==> src/rtl/regfile_wb_arbiter_if.sv <==
// Write-back bundle between the two requesters, the arbiter and the register file write port.
// master = requester/regfile side, slave = arbiter.
interface regfile_wb_arbiter_if #(
  parameter int DW    = 32,
  parameter int AW    = 5,
  parameter int DEPTH = 2
);
  localparam int CW = $clog2(DEPTH) + 1;

  logic              req0_valid;
  logic [AW-1:0]     req0_addr;
  logic [DW-1:0]     req0_data;
  logic              req0_ready;
  logic              req1_valid;
  logic [AW-1:0]     req1_addr;
  logic [DW-1:0]     req1_data;
  logic              req1_ready;
  logic              wr_en;
  logic [AW-1:0]     wr_addr;
  logic [DW-1:0]     wr_data;
  logic [2**AW-1:0]  pending;
  logic [CW-1:0]     q0_count;
  logic [CW-1:0]     q1_count;

  modport master (
    output req0_valid, req0_addr, req0_data, req1_valid, req1_addr, req1_data,
    input  req0_ready, req1_ready, wr_en, wr_addr, wr_data, pending, q0_count, q1_count
  );

  modport slave (
    input  req0_valid, req0_addr, req0_data, req1_valid, req1_addr, req1_data,
    output req0_ready, req1_ready, wr_en, wr_addr, wr_data, pending, q0_count, q1_count
  );
endinterface

==> src/rtl/regfile_wb_arbiter.sv <==
// Round-robin write-back arbiter: two per-port FIFOs drained onto the regfile write port, 2 edges accept-to-commit.
// Backpressure: reqN_ready drops only while that FIFO holds DEPTH entries (state only, no valid/grant path).
module regfile_wb_arbiter #(
  parameter int DW    = 32,
  parameter int AW    = 5,
  parameter int DEPTH = 2
) (
  input logic                 clk,
  input logic                 Reset,
  regfile_wb_arbiter_if.slave bus
);
  localparam int PW   = $clog2(DEPTH);
  localparam int CW   = $clog2(DEPTH) + 1;
  localparam int NREG = 2 ** AW;
  localparam logic [CW-1:0] FULL = CW'(DEPTH);

  typedef struct packed {
    logic [AW-1:0] addr;
    logic [DW-1:0] data;
  } wb_entry_t;

  wb_entry_t       mem    [2][DEPTH];
  logic [PW-1:0]   rd_ptr [2];
  logic [PW-1:0]   wr_ptr [2];
  logic [CW-1:0]   count  [2];
  wb_entry_t       push_dat [2];
  logic            last;
  logic            wr_en_q;
  logic [AW-1:0]   wr_addr_q;
  logic [DW-1:0]   wr_data_q;

  logic [1:0]      acc;
  logic [1:0]      pop;
  logic [1:0]      nonempty;
  logic            grant_vld;
  logic            grant_port;
  wb_entry_t       head;
  logic [NREG-1:0] pend;
  logic [PW-1:0]   slot_off;

  assign push_dat[0] = '{addr: bus.req0_addr, data: bus.req0_data};
  assign push_dat[1] = '{addr: bus.req1_addr, data: bus.req1_data};

  assign bus.req0_ready = (count[0] < FULL);
  assign bus.req1_ready = (count[1] < FULL);
  assign acc[0] = bus.req0_valid && (count[0] < FULL);
  assign acc[1] = bus.req1_valid && (count[1] < FULL);

  // Under contention the port not served last wins; otherwise the only non-empty port wins.
  always_comb begin
    nonempty[0] = (count[0] != '0);
    nonempty[1] = (count[1] != '0);
    grant_vld   = |nonempty;
    grant_port  = (&nonempty) ? ~last : nonempty[1];
    pop         = '0;
    if (grant_vld) pop[grant_port] = 1'b1;
    head        = mem[grant_port][rd_ptr[grant_port]];
  end

  always_ff @(posedge clk) begin
    for (int p = 0; p < 2; p++) begin
      if (acc[p]) mem[p][wr_ptr[p]] <= push_dat[p];
    end
  end

  always_ff @(posedge clk or posedge Reset) begin
    if (Reset) begin
      for (int p = 0; p < 2; p++) begin
        rd_ptr[p] <= '0;
        wr_ptr[p] <= '0;
        count[p]  <= '0;
      end
      last      <= 1'b1;
      wr_en_q   <= 1'b0;
      wr_addr_q <= '0;
      wr_data_q <= '0;
    end else begin
      for (int p = 0; p < 2; p++) begin
        if (acc[p]) wr_ptr[p] <= wr_ptr[p] + 1'b1;
        if (pop[p]) rd_ptr[p] <= rd_ptr[p] + 1'b1;
        count[p] <= count[p] + CW'(acc[p]) - CW'(pop[p]);
      end
      if (grant_vld) begin
        last      <= grant_port;
        wr_addr_q <= head.addr;
        wr_data_q <= head.data;
      end
      // Register 0 is hardwired: its writes drain through but never assert the enable.
      wr_en_q <= grant_vld && (head.addr != '0);
    end
  end

  always_comb begin
    pend     = '0;
    slot_off = '0;
    for (int p = 0; p < 2; p++) begin
      for (int i = 0; i < DEPTH; i++) begin
        slot_off = PW'(i) - rd_ptr[p];
        if (CW'(slot_off) < count[p]) pend[mem[p][i].addr] = 1'b1;
      end
    end
    if (wr_en_q) pend[wr_addr_q] = 1'b1;
    pend[0] = 1'b0;
  end

  assign bus.wr_en    = wr_en_q;
  assign bus.wr_addr  = wr_addr_q;
  assign bus.wr_data  = wr_data_q;
  assign bus.pending  = pend;
  assign bus.q0_count = count[0];
  assign bus.q1_count = count[1];
endmodule

==> src/flat_wrapper.sv <==
// flat-port wrapper written by rule: the top's interface ports become plain ports
module regfile_wb_arbiter_flat 
#(
  parameter int DW    = 32,
  parameter int AW    = 5,
  parameter int DEPTH = 2
)
  (clk, Reset, bus_req0_valid, bus_req0_addr, bus_req0_data, bus_req1_valid, bus_req1_addr, bus_req1_data, bus_req0_ready, bus_req1_ready, bus_wr_en, bus_wr_addr, bus_wr_data, bus_pending, bus_q0_count, bus_q1_count);
  regfile_wb_arbiter_if #(.DW(DW), .AW(AW), .DEPTH(DEPTH)) bus_i ();
  input logic clk;
  input logic Reset;
  input wire logic [$bits(bus_i.req0_valid)-1:0] bus_req0_valid;
  input wire logic [$bits(bus_i.req0_addr)-1:0] bus_req0_addr;
  input wire logic [$bits(bus_i.req0_data)-1:0] bus_req0_data;
  input wire logic [$bits(bus_i.req1_valid)-1:0] bus_req1_valid;
  input wire logic [$bits(bus_i.req1_addr)-1:0] bus_req1_addr;
  input wire logic [$bits(bus_i.req1_data)-1:0] bus_req1_data;
  output wire logic [$bits(bus_i.req0_ready)-1:0] bus_req0_ready;
  output wire logic [$bits(bus_i.req1_ready)-1:0] bus_req1_ready;
  output wire logic [$bits(bus_i.wr_en)-1:0] bus_wr_en;
  output wire logic [$bits(bus_i.wr_addr)-1:0] bus_wr_addr;
  output wire logic [$bits(bus_i.wr_data)-1:0] bus_wr_data;
  output wire logic [$bits(bus_i.pending)-1:0] bus_pending;
  output wire logic [$bits(bus_i.q0_count)-1:0] bus_q0_count;
  output wire logic [$bits(bus_i.q1_count)-1:0] bus_q1_count;
  assign bus_i.req0_valid = bus_req0_valid;
  assign bus_i.req0_addr = bus_req0_addr;
  assign bus_i.req0_data = bus_req0_data;
  assign bus_i.req1_valid = bus_req1_valid;
  assign bus_i.req1_addr = bus_req1_addr;
  assign bus_i.req1_data = bus_req1_data;
  assign bus_req0_ready = bus_i.req0_ready;
  assign bus_req1_ready = bus_i.req1_ready;
  assign bus_wr_en = bus_i.wr_en;
  assign bus_wr_addr = bus_i.wr_addr;
  assign bus_wr_data = bus_i.wr_data;
  assign bus_pending = bus_i.pending;
  assign bus_q0_count = bus_i.q0_count;
  assign bus_q1_count = bus_i.q1_count;
  regfile_wb_arbiter #(.DW(DW), .AW(AW), .DEPTH(DEPTH)) u_core (.clk(clk), .Reset(Reset), .bus(bus_i));
endmodule
==> config.mk <==
export PLATFORM = sky130hd
export DESIGN_NAME = regfile_wb_arbiter_flat
export DESIGN_NICKNAME = d
export VERILOG_FILES = /design/src/rtl/regfile_wb_arbiter_if.sv /design/src/rtl/regfile_wb_arbiter.sv /design/src/flat_wrapper.sv
export SDC_FILE = /design/constraint.sdc
export NUM_CORES = 1
export LEC_CHECK = 0
export BUFFER_PORTS_ARGS = -buffer_cell sky130_fd_sc_hd__buf_2
export CORE_ASPECT_RATIO = 0.7
export CORE_MARGIN = 2
export CORE_UTILIZATION = 50
export CTS_CLUSTER_DIAMETER = 120
export CTS_CLUSTER_SIZE = 12
export DETAILED_ROUTE_END_ITERATION = 8
export PLACE_DENSITY = 0.72
export SLEW_MARGIN = 20
export SYNTH_ARGS = -nofsm -noshare
export SYNTH_HDL_FRONTEND = slang
export SYNTH_SLANG_ARGS = --single-unit
==> constraint.sdc <==
create_clock -name clk -period 6.1 [get_ports clk]
set_input_delay 0.61 -clock clk [delete_from_list [all_inputs] [get_ports clk]]
set_output_delay 0.61 -clock clk [all_outputs]
set_load 0.05 [all_outputs]
# Yosys cells after proc, flatten, opt, wreduce, memory -nomap -nowiden
# Memory sizes are Yosys's and may differ from the RTL's.
# Cells that the tools add are included.
[op_classes]
order_cmp = 24
n_mux = 33
n_reduce_logical = 16
n_bitwise = 9
add_sub_neg = 12
[ops]
columns = ["op", "n"]
rows = [
  ["37-bit two-way mux", 5],
  ["32-bit two-way mux", 5],
  ["74-bit two-way mux", 2],
  ["32-bit bitwise OR", 4],
  ["37-bit demux with 1-bit select", 2],
  ["5-bit by 6-bit less-than comparator with 1-bit output, second input constant", 5],
  ["1-bit demux with 5-bit select", 5],
  ["5-bit by 1-bit >= comparator with 1-bit output, second input constant", 5],
  ["1-bit two-way mux", 12],
  ["1-bit logical AND", 11],
  ["2-bit >= comparator, second input constant", 4],
  ["1-bit by 2-bit less-than comparator with 1-bit output", 4],
  ["1-bit inverter with 2-bit output", 4],
  ["5-bit nonzero test", 1],
  ["1-bit adder, second input constant", 4],
  ["2-bit by 1-bit adder with 2-bit output", 2],
  ["2-bit by 1-bit less-than comparator with 1-bit output, second input constant", 2],
  ["2-bit less-than comparator, second input constant", 2],
  ["2-bit nonzero test", 2],
  ["1-bit subtractor, first input constant", 4],
  ["2-bit by 1-bit subtractor with 2-bit output", 2],
  ["1-bit by 2-bit less-than comparator with 1-bit output, second input constant", 1],
  ["2-bit two-way mux", 1],
  ["2-bit AND reduction", 1],
  ["other kinds (4)", 4],
]
[totals]
ram_bits = 148
register_bits = 47
input_bits = 78
output_inout_bits = 76
elab_cells = 105
n_memories = 1
[mem_list]
columns = ["name", "words", "word_bits", "read_ports", "rd_clocked_by_memory_dff", "wr", "line_no", "text"]
rows = [
  ["u_core.mem", 2, 74, 3, 0, 2, "regfile_wb_arbiter.sv:22", "wb_entry_t mem [2][DEPTH];"],
]

# Longest topological paths before layout
# Gate-level depths: netlist of run 1.
# An unclocked memory read counts as a cell.
[logic_depth]
depth_word = 14
depth_mapped = 11
mapped_depth_nobuf = 9

# Worst setup path before layout of run 1
# No wires, ideal clock.
[synth_timing]
path_type = "register to register"
start = "register u_core.count, in the netlist u_core.bus.q1_count[1]"
end = "memory u_core.mem[1][37] (netlist name), enable pin"
required_time_ns = 5.664
period_less_slack_ns = 3.294
arrival_ns = 2.858
setup_ns = 0.436
n_path_buf = 1
slack_ns = 2.806
stages_incl_launch_ff = 4
path_cell_list = "dfrtp_1 -> buf_2 -> nor2b_1 -> nor2b_1"
[synth_rtl]
columns = ["item", "line_no", "text"]
rows = [
  ["from (decl)", "regfile_wb_arbiter.sv:25", "logic [CW-1:0] count [2];"],
  ["from (signal, indexed assignment)", "regfile_wb_arbiter.sv:81", "count[p] <= count[p] + CW'(acc[p]) - CW'(pop[p]);"],
  ["to (decl)", "regfile_wb_arbiter.sv:22", ""],
]

# Worst setup path after layout of run 1
[layout_timing]
start = "register u_core.rd_ptr[0] (netlist name)"
end = "output bus_pending[27]"
[layout_between]
elab_chain_cells = 7
word_cells_on_any_way = 9
cone_classes = "add/sub: 2; order compare: 2; mux: 3; bitwise: 2"
[layout_rtl]
columns = ["item", "line_no", "text"]
rows = [
  ["from (decl)", "regfile_wb_arbiter.sv:23", "logic [PW-1:0] rd_ptr [2];"],
  ["from (signal, indexed assignment)", "regfile_wb_arbiter.sv:80", "if (pop[p]) rd_ptr[p] <= rd_ptr[p] + 1'b1;"],
  ["1-bit subtractor", "regfile_wb_arbiter.sv:98", "slot_off = PW'(i) - rd_ptr[p];"],
  ["1-bit by 2-bit less-than comparator with 1-bit output", "regfile_wb_arbiter.sv:99", "if (CW'(slot_off) < count[p]) pend[mem[p][i].addr] = 1'b1;"],
  ["32-bit two-way mux", "regfile_wb_arbiter.sv:99", ""],
  ["32-bit bitwise OR (no line)", "-", ""],
  ["32-bit two-way mux (*)", "regfile_wb_arbiter.sv:99", ""],
  ["32-bit bitwise OR (no line)", "-", ""],
  ["32-bit two-way mux (*)", "regfile_wb_arbiter.sv:102", "if (wr_en_q) pend[wr_addr_q] = 1'b1;"],
  ["to (decl)", "flat_wrapper.sv:23", "output wire logic [$bits(bus_i.pending)-1:0] bus_pending;"],
]
# Mark *: on every way between the ends. The rest lies on a longest branch, timed or not.

==> results of run 1 <==
registers in the layout, indices dropped and copies added, names as in the netlist:
name,cells
u_core.rd_ptr,2
u_core.bus.wr_data,32
u_core.bus.wr_addr,5
u_core.last,1
u_core.bus.q0_count,2
u_core.bus.wr_en,1
u_core.wr_ptr,2
u_core.bus.q1_count,2
u_core.mem,148
critical path, delay by kind of cell (launching register included):
family,cells,cell delay (ns)
flops,1,0.82
compound gates,2,0.72
simple gates,2,0.43
buf+inv,1,0.26
path summary, 6_finish.rpt:
check	to	slack, ns	cells past startpoint
hold / removal	u_core.bus.wr_data[25]$_DFFE_PP0N_	0.34	2
max in group asynchronous	u_core.rd_ptr[1]$_DFFE_PP0P_	5.15	2
setup reg to reg	u_core.bus.q0_count[1]$_DFF_PP0_	3.09	10
hold reg to reg	u_core.bus.wr_data[11]$_DFFE_PP0N_	0.48	2
setup / recovery	bus_pending[27]	2.82	5
min in group clk	u_core.mem[0][3]$_DFFE_PP_	0.36	1
area by class of cell:
class	instances	area, sq um	share of cell area [%]
Clock buffer	17	425	4.07
Tap cell	231	289	2.77
Clock inverter	15	164	1.57
Sequential cell	195	5620	53.9
Inverter	10	38.8	0.372
Timing Repair Buffer	158	831	7.96
Multi-Input combinational cell	457	3060	29.3
Antenna cell	3	7.51	0.0719
logic make-up (layout without fill, tap and decap cells):
kind of cell / Yosys count / count (layout) / share of synthesized area, %
XOR/XNOR: 8 / 8 / 0.782
AO/OA/AOI/OAI: 190 / 190 / 15.9
multiplexers: 11 / 11 / 1.30
AND/OR/NAND/NOR: 243 / 243 / 15.4
buffers and inverters: 62 / 200 / 3.30
flip-flops: 195 / 195 / 62.7
other: 1 / 4 / 0.0419
adder cells (fa/ha/maj): 4 / 4 / 0.559
per-stage QoR:
| step | instances | util, % | instance area, sq um | power, mW | setup slack, ns |
|---|---|---|---|---|---|
| final | 1086 | 60.1 | 10400 | 5.90 | 2.82 |
| after global routing | 1084 | 60.1 | 10400 | 6.19 | 2.72 |
| after CTS | 1082 | 59.9 | 10400 | 5.91 | 2.88 |
| after detailed placement | 1050 | 56.6 | 9820 | 4.80 | 3.05 |
| after global placement | 1049 | 56.4 | 9800 | 4.71 | 3.15 |
| after floorplan | 714 | - | 8960 | 4.13 | 2.81 |
power by group:
part           switching (mW)  leakage (nW)  internal, mW  total (mW)
logic                    1.88          1.59         0.745        2.62
registers               0.339          1.90          1.83        2.17
clock network           0.526         0.287         0.584        1.11
routing by layer:
layer	share of wire (%)	GRT usage, %	vias to the layer above
met1	44	36.8	3289
met2	44	37.6	368
met4	1.4	6.49	4
li1	-	-	3008
met5	0.11	0	-
met3	11	7.37	45
cell usage in the layout (no fill, tap or decap), types with 3 or more instances in the layout:
master | synthesis | layout
xor2_1 | 3 | 3
a211oi_1 | 66 | 66
nor3b_1 | 13 | 13
and3_1 | 4 | 4
o21ai_1 | 4 | 4
o31ai_1 | 34 | 34
nand2b_1 | 3 | 3
nor2b_1 | 75 | 73
edfxtp_1 | 148 | 148
or3_1 | 17 | 17
dfrtp_1 | 46 | 44
nand3b_1 | 18 | 18
o21ai_2 | 5 | 5
mux2i_1 | 6 | 6
o22ai_1 | 33 | 33
inv_6 | 0 | 5
a22oi_1 | 11 | 11
and3b_1 | 3 | 3
xnor2_1 | 5 | 5
nand3_1 | 22 | 22
clkbuf_16 | 0 | 17
diode_2 | 0 | 3
nor3_1 | 5 | 5
o211ai_1 | 12 | 12
nor2_1 | 26 | 26
inv_8 | 0 | 4
inv_1 | 9 | 8
nand2_1 | 45 | 45
mux2_2 | 3 | 3
buf_4 | 9 | 4
a221o_1 | 7 | 7
ha_1 | 4 | 4
buf_2 | 17 | 152
==> results_dict.tcl, run 1 <==
set metrics [dict create \
    outcome "finished clean" \
    fin_crit_sh_pct 53.8 \
    p_per_area_mw_per_mm2 565 \
    nNetsFinal 921 \
    tritoncts "done" \
    fin_setup_tns_ns 0 \
    pin_count 154 \
    ant_nets 0 \
    syn_nets 796 \
    holdWs_ns 0.345 \
    first_pass_iters 5 \
    synth_edf_count 148 \
    ys_async_sr_fraction_pct 24.1 \
    viasPerCell 6.18 \
    finClkSkew_ns 0.0112 \
    grt_max_degree 77 \
    drt-initial-drc-count 867 \
    worst_ep_required_time_ns 5.49 \
    area_growth_pct 16.5 \
    worstSetupStartpoint "u_core.rd_ptr[0]$_DFFE_PP0P_" \
    arrival_ns 2.67 \
    ys_seq_area_share_pct 62.7 \
    grtUsageTotal_pct 25.3 \
    yosysTopAreaCell "edfxtp_1" \
    core_area_sq_mm 0.0174 \
    p_leak_nw 3.78 \
    cts-resized-gates 0 \
    clk_pin_slew_ns 0.07 \
    antenna_found_initial 6 \
    worst_slew_pin_slew_ns 1.01 \
    cap_violations 0 \
    post_cts_buffers 0 \
    clk_latency_ns 0.43 \
    num-fill-cells 1345 \
    timing.rr.start "u_core.bus.q0_count[1]$_DFF_PP0_" \
    clock-sinks 195 \
    yosys_warnings 0 \
    rsz0062_at_grt "no" \
    synth_most_common_cell "edfxtp_1" \
    syn_inst 714 \
    critPathLaunchType "register" \
    row_count 40 \
    yosys-top-cells-count "edfxtp_1, nor2b_1, a211oi_1" \
    ctsHoldBuffers 0 \
    gp_congestion 0.995 \
    io_buffers 152 \
    clock-root-buffer "clkbuf_16" \
    slew_violations 0 \
    peakVddDrop_uv 375 \
    fmax_mhz 305 \
    finalSetupViolCount 0 \
    start_util_pct 51.6 \
    synth_area_leaders "edfxtp_1, dfrtp_1, a211oi_1" \
    overflow 0 \
    die_area_sq_mm 0.0190 \
    drc 0 \
    grt_pass1_vias 6416 \
    htreeDepth 4 \
    crit_path_end_kind "output pin" \
    clk_path_buf_depth 2 \
    synth_ff_type "edfxtp_1" \
    critPathSlowestCell "dfrtp_2" \
    die_h_microns 116 \
    crit_fanout 37 \
    postSynthAreaPerCell_sq_um 12.5 \
    period_needed_ns 3.28 \
    final-hold-violation-count 0 \
    via_count 6714 \
    fp.dieW_microns 164 \
    relSlewSlack_pct 32.9 \
    post_drt_wl_per_cell_microns 21.8 \
    dp_hpwl_microns 16300 \
    synth.distinct_cells 57 \
    yosysTopAreaCellShare_pct 49.6 \
    synth_area_sq_mm 0.00896 \
    synth-seq-cells 195 \
    cts_made_buffers 17 \
    critical_path_class "register to output pin" \
    hp-class "input pin to async pin" \
    final_layout_size_suffix_gt1_share_pct 25.4 \
    grt_pass1_wl_microns 35900 \
    slowest_delay_ns 0.82 \
    drt_wl_total_microns 23600 \
    worstPathCellList "a21o_1 -> nand3_1 -> o22ai_1 -> or3_1 -> buf_2" \
]
(Power assumes the default switching activity.)
==> run 2, diff against run 1 <==
==> constraint.sdc (replaced) <==
create_clock -name clk -period 3.3 [get_ports clk]
set_input_delay 0.33 -clock clk [delete_from_list [all_inputs] [get_ports clk]]
set_output_delay 0.33 -clock clk [all_outputs]
set_load 0.05 [all_outputs]
==> run 2 against run 1 <==
  * Worst setup slack got worse by 2.4 ns
  * Total power increased by 85%
  * Via count grew 0.51%
  * Hold slack worse by 0.30 ns
  * Design area hardly changed
  * Global-route usage up 0.63 points
  * First-iteration DRC count rose by 0.46%
  * Critical path depth did not move
  * Sequential share of layout area about the same
  * Non-clock buffer count is 6 higher
  * Largest power group unchanged
  * Combinational power increased by 90%
==> results_dict.tcl, run 2 (same netlist as run 1, synthesis figures left out) <==
set metrics [dict create \
    clock-sinks 195 \
    core_area_sq_mm 0.0174 \
    r2r_slack_ns 1.18 \
    post_cts_buffers 0 \
    final_layout_size_suffix_gt1_share_pct 25.9 \
    clock-root-buffer "clkbuf_16" \
    critical_path_class "register to output pin" \
    viasPerCell 6.19 \
    worstSetupStartpoint "u_core.bus.q1_count[1]$_DFF_PP0_" \
    peakVddDrop_uv 634 \
    grt_max_degree 76 \
    nNetsFinal 927 \
    final_util_pct 60.1 \
    holdWs_ns 0.0476 \
    rsz0062_at_grt "no" \
    cp-endpoint "bus_pending[29]" \
    hp-class "input pin to async pin" \
    relSlewSlack_pct 37.6 \
    finClkSkew_ns 0.0136 \
    fp.dieW_microns 164 \
    cts-resized-gates 0 \
    grt_pass1_vias 6496 \
    outcome "finished clean" \
    fmax_mhz 346 \
    total_power_mw 10.9 \
    overflow 0 \
    slew_violations 0 \
    ctsHoldBuffers 0 \
    drt-initial-drc-count 871 \
    timing.rr.start "u_core.bus.q1_count[1]$_DFF_PP0_" \
    clk_latency_ns 0.43 \
    htreeDepth 4 \
    fin_crit_sh_pct 87.6 \
    die_area_sq_mm 0.0190 \
    dp_hpwl_microns 16400 \
    worst_ep_required_time_ns 2.97 \
    tritoncts "done" \
    largest_reg_flops 148 \
    row_count 40 \
    via_count 6748 \
    pin_count 154 \
    grt_pass1_wl_microns 36500 \
    p_per_area_mw_per_mm2 1040 \
    crit_path_end_kind "output pin" \
    final-hold-violation-count 0 \
    critPathLaunchType "register" \
    final_cell_mix "buf_2, edfxtp_1, nor2b_1" \
    antenna_found_initial 4 \
    fin_setup_tns_ns 0 \
    clk_path_buf_depth 2 \
    pre_cts_slack_ns 0.924 \
    num-fill-cells 1373 \
    grtUsageTotal_pct 25.9 \
    period_needed_ns 2.89 \
    io_buffers 152 \
    drt_wl_total_microns 24300 \
    crit_fanout 15 \
    reg2reg_to "u_core.mem[1][44]$_DFFE_PP_" \
    setup_slack_ns 0.409 \
    drc 0 \
    finalSetupViolCount 0 \
    cts_made_buffers 17 \
    cap_violations 0 \
    die_h_microns 116 \
    area_growth_pct 16.6 \
    worst_slew_pin_slew_ns 0.935 \
    post_drt_wl_per_cell_microns 22.3 \
    start_util_pct 51.6 \
    gp_congestion 0.994 \
    clk_pin_slew_ns 0.08 \
    final_common_cell "buf_2" \
    ff2ff_path_depth 3 \
    p_leak_nw 3.79 \
    first_pass_iters 7 \
    ant_nets 0 \
    arrival_ns 2.56 \
]
[run 2: report_power, final]
group / switching (mW) / total (mW) / leakage (nW) / internal, mW
combinational: 3.59 / 4.98 / 1.61 / 1.39
sequential: 0.541 / 3.92 / 1.90 / 3.38
clock: 0.982 / 1.99 / 0.278 / 1.01
total: 5.11 / 10.9 / 3.79 / 5.78
[run 2: how the worst min path moves through the flow]
| stage | start | to |
|---|---|---|
| final | Reset | u_core.bus.wr_data[20]$_DFFE_PP0N_ |
| after CTS | bus_req0_data[23] | u_core.mem[0][23]$_DFFE_PP_ |
| after floorplan | bus_req0_data[0] | u_core.mem[0][0]$_DFFE_PP_ |
| after detailed placement | u_core.bus.wr_data[12]$_DFFE_PP0N_ | u_core.bus.wr_data[12]$_DFFE_PP0N_ |
| after global routing | bus_req0_data[24] | u_core.mem[0][61]$_DFFE_PP_ |
| after global placement | u_core.bus.wr_data[13]$_DFFE_PP0N_ | u_core.bus.wr_data[13]$_DFFE_PP0N_ |
[run 2: metrics by stage]
step,area [sq um],cells
4_1_cts,10400,1089
3_3_place_gp,9870,1057
5_1_grt,10400,1089
2_1_floorplan,8960,714
3_5_place_dp,9870,1057
6_report,10400,1090
[run 2: cell type report]
cell class	instances	area, sq um	share of cell area [%]
antenna	1	2.50	0.0240
clock buffer	18	429	4.11
clock inverter	14	138	1.32
inverter	10	38.8	0.371
multi-input combinational	457	3060	29.3
sequential	195	5620	53.8
tap	231	289	2.77
timing repair buffer	164	863	8.27
[run 2: critical path, stage by stage, from the launching register on]
cell	delay, ns
dfrtp_1	0.78
a21o_1	0.41
nand3b_1	0.30
o22ai_1	0.18
or3_1	0.18
buf_2	0.28
[run 2: layer usage]
layer,GRT usage (%),up-vias,share of wire [%]
met5,2.02,-,0.33
met4,6.96,6,1.4
met3,8.80,56,11
met2,38.2,383,44
met1,36.8,3279,44
li1,-,3024,-
